## src/rtl/decode_stage_pkg.sv

```systemverilog
// decode_stage_pkg: opcode, result-source and ALU encodings, immediate types and extension helper.
package decode_stage_pkg;
  localparam logic [6:0] OP_LW  = 7'b0000011;
  localparam logic [6:0] OP_SW  = 7'b0100011;
  localparam logic [6:0] OP_R   = 7'b0110011;
  localparam logic [6:0] OP_I   = 7'b0010011;
  localparam logic [6:0] OP_BEQ = 7'b1100011;
  localparam logic [6:0] OP_JAL = 7'b1101111;
  localparam logic [1:0] RES_ALU = 2'b00;
  localparam logic [1:0] RES_MEM = 2'b01;
  localparam logic [1:0] RES_PC4 = 2'b10;
  localparam logic [2:0] ALU_ADD = 3'b000;
  localparam logic [2:0] ALU_SUB = 3'b001;
  localparam logic [2:0] ALU_AND = 3'b010;
  localparam logic [2:0] ALU_OR  = 3'b011;
  localparam logic [2:0] ALU_SLT = 3'b101;
  typedef enum logic [1:0] {IMM_I, IMM_S, IMM_B, IMM_J} imm_t;
  typedef struct packed {
    logic       reg_write;
    logic       mem_write;
    logic [1:0] result_src;
    logic       alu_src;
    logic [2:0] alu_control;
    logic       branch;
    logic       jump;
  } ctrl_t;
  function automatic logic [31:0] imm_ext(input logic [31:0] i, input imm_t t);
    return t == IMM_S ? {{20{i[31]}}, i[31:25], i[11:7]} :
           t == IMM_B ? {{20{i[31]}}, i[7], i[30:25], i[11:8], 1'b0} :
           t == IMM_J ? {{12{i[31]}}, i[19:12], i[20], i[30:21], 1'b0} :
                        {{20{i[31]}}, i[31:20]};
  endfunction
endpackage

```

## src/rtl/decode_stage_reg_file.sv

```systemverilog
// reg_file: 32x32 register file, two async reads, one sync write, x0 hardwired to 0.
// DECODE_WB_BYPASS_EN makes a same-cycle writeback visible on the read ports.
module reg_file (
  input  logic        clk,
  input  logic        rst,
  input  logic [4:0]  a1_i,
  input  logic [4:0]  a2_i,
  input  logic        we_i,
  input  logic [4:0]  a3_i,
  input  logic [31:0] wd_i,
  output logic [31:0] rd1_o,
  output logic [31:0] rd2_o
);
  logic [31:0] regs_q [32];
  always_ff @(posedge clk or negedge rst) begin
    if (!rst) for (int k = 0; k < 32; k++) regs_q[k] <= '0;
    else if (we_i && a3_i != 5'd0) regs_q[a3_i] <= wd_i;
  end
`ifdef DECODE_WB_BYPASS_EN
  assign rd1_o = (we_i && a3_i != 5'd0 && a3_i == a1_i) ? wd_i : regs_q[a1_i];
  assign rd2_o = (we_i && a3_i != 5'd0 && a3_i == a2_i) ? wd_i : regs_q[a2_i];
`else
  assign rd1_o = regs_q[a1_i];
  assign rd2_o = regs_q[a2_i];
`endif
endmodule

```

## src/rtl/decode_stage.sv

```systemverilog
// decode_stage: RV32I decode, register read, immediate extension and ID/EX register with load-use stall.
// Register-file write-through is enabled by DECODE_WB_BYPASS_EN.
module decode_stage
  import decode_stage_pkg::*;
#(
  parameter logic [31:0] RESET_PC = 32'h00000000
) (
  input  logic        clk,
  input  logic        rst,
  input  logic [31:0] instr_d,
  input  logic [31:0] pc_d,
  input  logic        flush_e,
  input  logic        reg_write_w,
  input  logic [4:0]  rd_w,
  input  logic [31:0] result_w,
  output logic        reg_write_e,
  output logic        mem_write_e,
  output logic [1:0]  result_src_e,
  output logic        alu_src_e,
  output logic [2:0]  alu_control_e,
  output logic        branch_e,
  output logic        jump_e,
  output logic [31:0] rd1_e,
  output logic [31:0] rd2_e,
  output logic [31:0] imm_ext_e,
  output logic [31:0] pc_e,
  output logic [4:0]  rs1_e,
  output logic [4:0]  rs2_e,
  output logic [4:0]  rd_e,
  output logic        stall_d
);
  typedef struct packed {
    ctrl_t       ctrl;
    logic [31:0] rd1;
    logic [31:0] rd2;
    logic [31:0] imm;
    logic [31:0] pc;
    logic [4:0]  rs1;
    logic [4:0]  rs2;
    logic [4:0]  rd;
  } idex_t;
  localparam idex_t BUBBLE = '{pc: RESET_PC, default: '0};
  logic [6:0]  op;
  logic [2:0]  f3;
  logic [2:0]  alu_fn;
  ctrl_t       ctrl;
  imm_t        imm_sel;
  logic [31:0] rd1, rd2;
  idex_t       idex_d, idex_q;
  assign op = instr_d[6:0];
  assign f3 = instr_d[14:12];
  // Only R-type honours funct7[5]; addi never becomes sub.
  assign alu_fn = f3 == 3'b000 ? ((op == OP_R && instr_d[30]) ? ALU_SUB : ALU_ADD) :
                  f3 == 3'b010 ? ALU_SLT :
                  f3 == 3'b110 ? ALU_OR  :
                  f3 == 3'b111 ? ALU_AND : ALU_ADD;
  always_comb begin
    ctrl = '0;
    imm_sel = IMM_I;
    case (op)
      OP_LW:  ctrl = '{1'b1, 1'b0, RES_MEM, 1'b1, ALU_ADD, 1'b0, 1'b0};
      OP_SW:  begin ctrl = '{1'b0, 1'b1, RES_ALU, 1'b1, ALU_ADD, 1'b0, 1'b0}; imm_sel = IMM_S; end
      OP_R:   ctrl = '{1'b1, 1'b0, RES_ALU, 1'b0, alu_fn, 1'b0, 1'b0};
      OP_I:   ctrl = '{1'b1, 1'b0, RES_ALU, 1'b1, alu_fn, 1'b0, 1'b0};
      OP_BEQ: begin ctrl = '{1'b0, 1'b0, RES_ALU, 1'b0, ALU_SUB, 1'b1, 1'b0}; imm_sel = IMM_B; end
      OP_JAL: begin ctrl = '{1'b1, 1'b0, RES_PC4, 1'b0, ALU_ADD, 1'b0, 1'b1}; imm_sel = IMM_J; end
      default: ;
    endcase
  end
  reg_file u_rf (
    .clk   (clk),
    .rst   (rst),
    .a1_i  (instr_d[19:15]),
    .a2_i  (instr_d[24:20]),
    .we_i  (reg_write_w),
    .a3_i  (rd_w),
    .wd_i  (result_w),
    .rd1_o (rd1),
    .rd2_o (rd2)
  );
  // rs2 is compared for every format; the extra stalls on I-type are accepted.
  assign stall_d = idex_q.ctrl.result_src == RES_MEM && idex_q.rd != 5'd0 &&
                   (idex_q.rd == instr_d[19:15] || idex_q.rd == instr_d[24:20]);
  assign idex_d = (flush_e || stall_d) ? BUBBLE :
                  {ctrl, rd1, rd2, imm_ext(instr_d, imm_sel), pc_d, instr_d[19:15], instr_d[24:20], instr_d[11:7]};
  always_ff @(posedge clk or negedge rst) begin
    if (!rst) idex_q <= BUBBLE;
    else idex_q <= idex_d;
  end
  assign reg_write_e   = idex_q.ctrl.reg_write;
  assign mem_write_e   = idex_q.ctrl.mem_write;
  assign result_src_e  = idex_q.ctrl.result_src;
  assign alu_src_e     = idex_q.ctrl.alu_src;
  assign alu_control_e = idex_q.ctrl.alu_control;
  assign branch_e      = idex_q.ctrl.branch;
  assign jump_e        = idex_q.ctrl.jump;
  assign rd1_e         = idex_q.rd1;
  assign rd2_e         = idex_q.rd2;
  assign imm_ext_e     = idex_q.imm;
  assign pc_e          = idex_q.pc;
  assign rs1_e         = idex_q.rs1;
  assign rs2_e         = idex_q.rs2;
  assign rd_e          = idex_q.rd;
endmodule
```

## config.mk

```make
export PLATFORM = sky130hd
export DESIGN_NAME = decode_stage
export DESIGN_NICKNAME = d
export VERILOG_FILES = /design/src/rtl/decode_stage_pkg.sv /design/src/rtl/decode_stage_reg_file.sv /design/src/rtl/decode_stage.sv
export SDC_FILE = /design/constraint.sdc
export NUM_CORES = 2
export LEC_CHECK = 0
export ABC_AREA = 1
export ABC_CLOCK_PERIOD_IN_PS = 1900
export BUFFER_PORTS_ARGS = -buffer_cell sky130_fd_sc_hd__buf_2
export CORE_MARGIN = 2
export CORE_UTILIZATION = 25
export DETAILED_ROUTE_END_ITERATION = 10
export PLACE_DENSITY = 0.4
export REMOVE_ABC_BUFFERS = 1
export SLEW_MARGIN = 20
export SYNTH_ARGS = -nofsm -noshare
export SYNTH_HDL_FRONTEND = slang
export SYNTH_SLANG_ARGS = --single-unit
```

## constraint.sdc

```tcl
create_clock -name clk -period 1.9 [get_ports clk]
set_input_delay 0.19 -clock clk [delete_from_list [all_inputs] [get_ports clk]]
set_output_delay 0.19 -clock clk [all_outputs]
set_load 0.005 [all_outputs]
```

==> impl_metrics.csv <==
group,metric,value,unit
routing,routed-via-count,59790,
power,power_density,1027,mW/mm²
finish,multi_input_area,0.02792,mm²
global_routing,grt_pass1_vias,57760,
min_path,hp-start,"flush_e",
routing,drcViolationCount,0,
worst_setup_path,worst-path-max-fanout,2,
logic_synthesis,synth_edf_count,0,
sta,timing.final.max_slew_violations,0,
clocking,htree_levels,4,
finish,fin_area,0.07562,mm²
clocking,clk-insertion-delay-late,820,ps
finish,utilization,31.47,%
global_routing,grt_overflow_total,0,
finish,syn_to_final_growth,25.30,%
run_status,violations,"setup timing",
sta,hold_violations,0,
clocking,root_buffer,"clkbuf_16",
routing,wire_per_inst,23.42,µm
die,start_util,25.11,%
die,die_x,495.3,µm
sta,finalSetupViolations,109,
routing,drt_iter0_markers,6141,
die,io_pins,259,
finish,fin_nets,8754,
global_routing,antenna_found_initial,2,
sta,rsz0062_at_grt,"true",
global_routing,grt_max_degree,105,
placed_design,dpl_cell_area,0.06900,mm²
sta,fmax,431.5,MHz
finish,final_common_cell,"nand2_1",
worst_setup_path,timing.rr.end,"pc_e[29]$_DFF_PN0_",
min_path,hold-path-endpoint,"rd1_e[23]$_DFF_PN0_",
finish,nFillCells,25640,
power,power.leakage,34.91,nW
logic_synthesis,synthCells,8458,
logic_synthesis,syn_area,0.06035,mm²
worst_setup_path,cp-start-kind,"register",
sta,tns,-7426,ps
worst_setup_path,worstReg2RegStart,"rd_e[1]$_DFF_PN0_",
sta,period_share,122.0,%
sta,worst_slew_pin_slew,928.6,ps
worst_setup_path,startpoint,"rd_e[1]$_DFF_PN0_",
clocking,numClockSinks,1165,
global_routing,track_usage,22.44,%
routing,dr.pass1.iters,8,
logic_synthesis,ys_async_sr_fraction,100.0,%
routing,final_antenna_net_count,0,
worst_setup_path,r2r_setup_slack,-140,ps
logic_synthesis,synth_warnings,0,
clocking,cts_tree,"done",
global_routing,grt_pass1_wl,409100,µm
finish,drive_above_1_share,11.52,%
run_status,status,"finished, violations left",
finish,final_cell_mix,"nand2_1, nand3_1, dfrtp_1, nor2_1, o21ai_0",
sta,relSlewSlack,37.89,%
clocking,cts_buffer_depth,3,
sta,post-route-min-period,2318,ps
power,ir_worst_vdd,0.0008103,V
routing,vias_per_cell,5.000,
die,core_area,0.2403,mm²
logic_synthesis,synth-seq-area-share,48.31,%
clocking,cts_inserted_buffers,150,
worst_setup_path,crit_type,"reg2out",
worst_setup_path,endpoint_kind,"output port",
min_path,holdCritPathClass,"in2reg",
sta,worst_slack,-417.7,ps
logic_synthesis,synthFlopType,"dfrtp_1",
routing,totalWireLength,280100,µm
worst_setup_path,worstRegToRegCells,12,
die,rows,180,
flow_run,max_cap_viol_count,0,
finish,seq_area,0.02915,mm²
worst_setup_path,cp.required,1710,ps
sta,skew,22.87,ps
placed_design,finalWeightedCongestion,0.8161,
clocking,clk_pin_slew,60,ps
placed_design,port_buffers,258,
die,die_h,495.3,µm
placed_design,dp_hpwl,165400,µm
sta,hold_ws,31.88,ps
logic_synthesis,ys_types,23,
logic_synthesis,yosys_register_bits,1165,
min_path,min_path_cells,6,
worst_setup_path,cp.arrival,2130,ps
logic_synthesis,synth_area_per_cell,7.135,µm²
die,dieArea,0.2453,mm²
[cells in the mapped netlist (2+ instances only)]
cell type	number	area share (%)
inv_1	109	0.68
o21ai_0	503	4.2
nand2_1	2914	18
o21ai_1	25	0.21
buf_1	72	0.45
a21oi_1	481	4.0
xor2_1	8	0.12
buf_4	12	0.15
inv_2	2	0.012
nand4_1	5	0.052
nor2_1	641	4.0
nand3_1	1803	15
nor3_1	4	0.033
clkbuf_1	595	3.7
xnor2_1	2	0.029
dfrtp_1	1165	48
clkinv_1	2	0.012
nor3_4	3	0.081
nor2_2	6	0.062
buf_2	103	0.85
[registers in the layout (all words and copies together), names as in the netlist]
name / flops
rd1_e: 32
reg_write_e: 1
pc_e: 32
alu_src_e: 1
rs2_e: 5
rd2_e: 32
result_src_e: 1
jump_e: 1
u_rf.regs_q: 1024
imm_ext_e: 21
mem_write_e: 1
alu_control_e: 3
rd_e: 5
rs1_e: 5
branch_e: 1
[critical path, stage by stage (launching register included)]
cell,delay (ps)
dfrtp_1,400
buf_12,140
xor2_2,160
nor2_2,150
nand3_1,80
nand2_1,90
nand2_2,60
buf_6,120
inv_4,40
buf_6,80
[power breakdown]
part / internal [W] / switching [W]
combinational: 0.00618 / 0.00887
sequential: 0.0295 / 0.00369
clock: 0.0173 / 0.0121
[stage by stage]
stage,power [W],setup slack (ps),std cells
2_1_floorplan,0.04173,-3343,7676
3_3_place_gp,0.04800,-186.9,11560
3_5_place_dp,0.04828,-119.9,11560
4_1_cts,0.07844,-512.4,11940
5_1_grt,0.08218,-539.5,11960
6_report,0.07766,-417.7,11960
[per-layer routing]
| metal | track usage [%] | share of wire, % | vias to the layer above | wire length, µm |
|---|---|---|---|---|
| met5 | 0 | 0 | - | 0 |
| met4 | 6.642 | 2.9 | 0 | 8247 |
| met3 | 2.610 | 5.3 | 411 | 14770 |
| met2 | 37.66 | 48 | 2037 | 133600 |
| met1 | 30.19 | 44 | 29290 | 123500 |
| li1 | - | - | 28060 | - |
[worst max path at each step]
stage,slack [ps],end,cells after the start
floorplan,-3340,rd1_e[0]$_DFF_PN0_,8
global placement,-190,rs2_e[4]$_DFF_PN0_,11
detailed placement,-120,rd2_e[20]$_DFF_PN0_,11
CTS,-510,stall_d,9
global route,-540,stall_d,9
finish,-420,stall_d,9
[final cells by class]
class                           count  area share (%)
Multi-Input combinational cell   6398           36.91
Clock inverter                     45          0.6287
Antenna cell                        3        0.009927
Clock buffer                      228           5.980
Tap cell                         3185           5.270
Inverter                          113          0.6337
Sequential cell                  1165           38.55
Timing Repair Buffer              821           12.01
[kinds of logic (layout without fill, tap and decap cells)]
| kind of cell | after synthesis | in the layout | synth area share, % |
|---|---|---|---|
| xor gates and xnor gates | 10 | 10 | 0.1451 |
| DFF | 1165 | 1165 | 48.31 |
| other | 0 | 3 | 0 |
| AOI/OAI and AO/OA | 1010 | 1010 | 8.380 |
| buffers and inverters | 895 | 1207 | 5.855 |
| and+or+nand+nor | 5378 | 5378 | 37.31 |
[repair_timing]
item,in CTS,in global routing
setup endpoints to repair,75,142
cloned,8,6
hold endpoints to repair,2224,0
hold buffers,98,0
pin swaps,5,5
gates resized for setup,20,28
buffers inserted,13,10
Power figures use the tool's default switching activity.
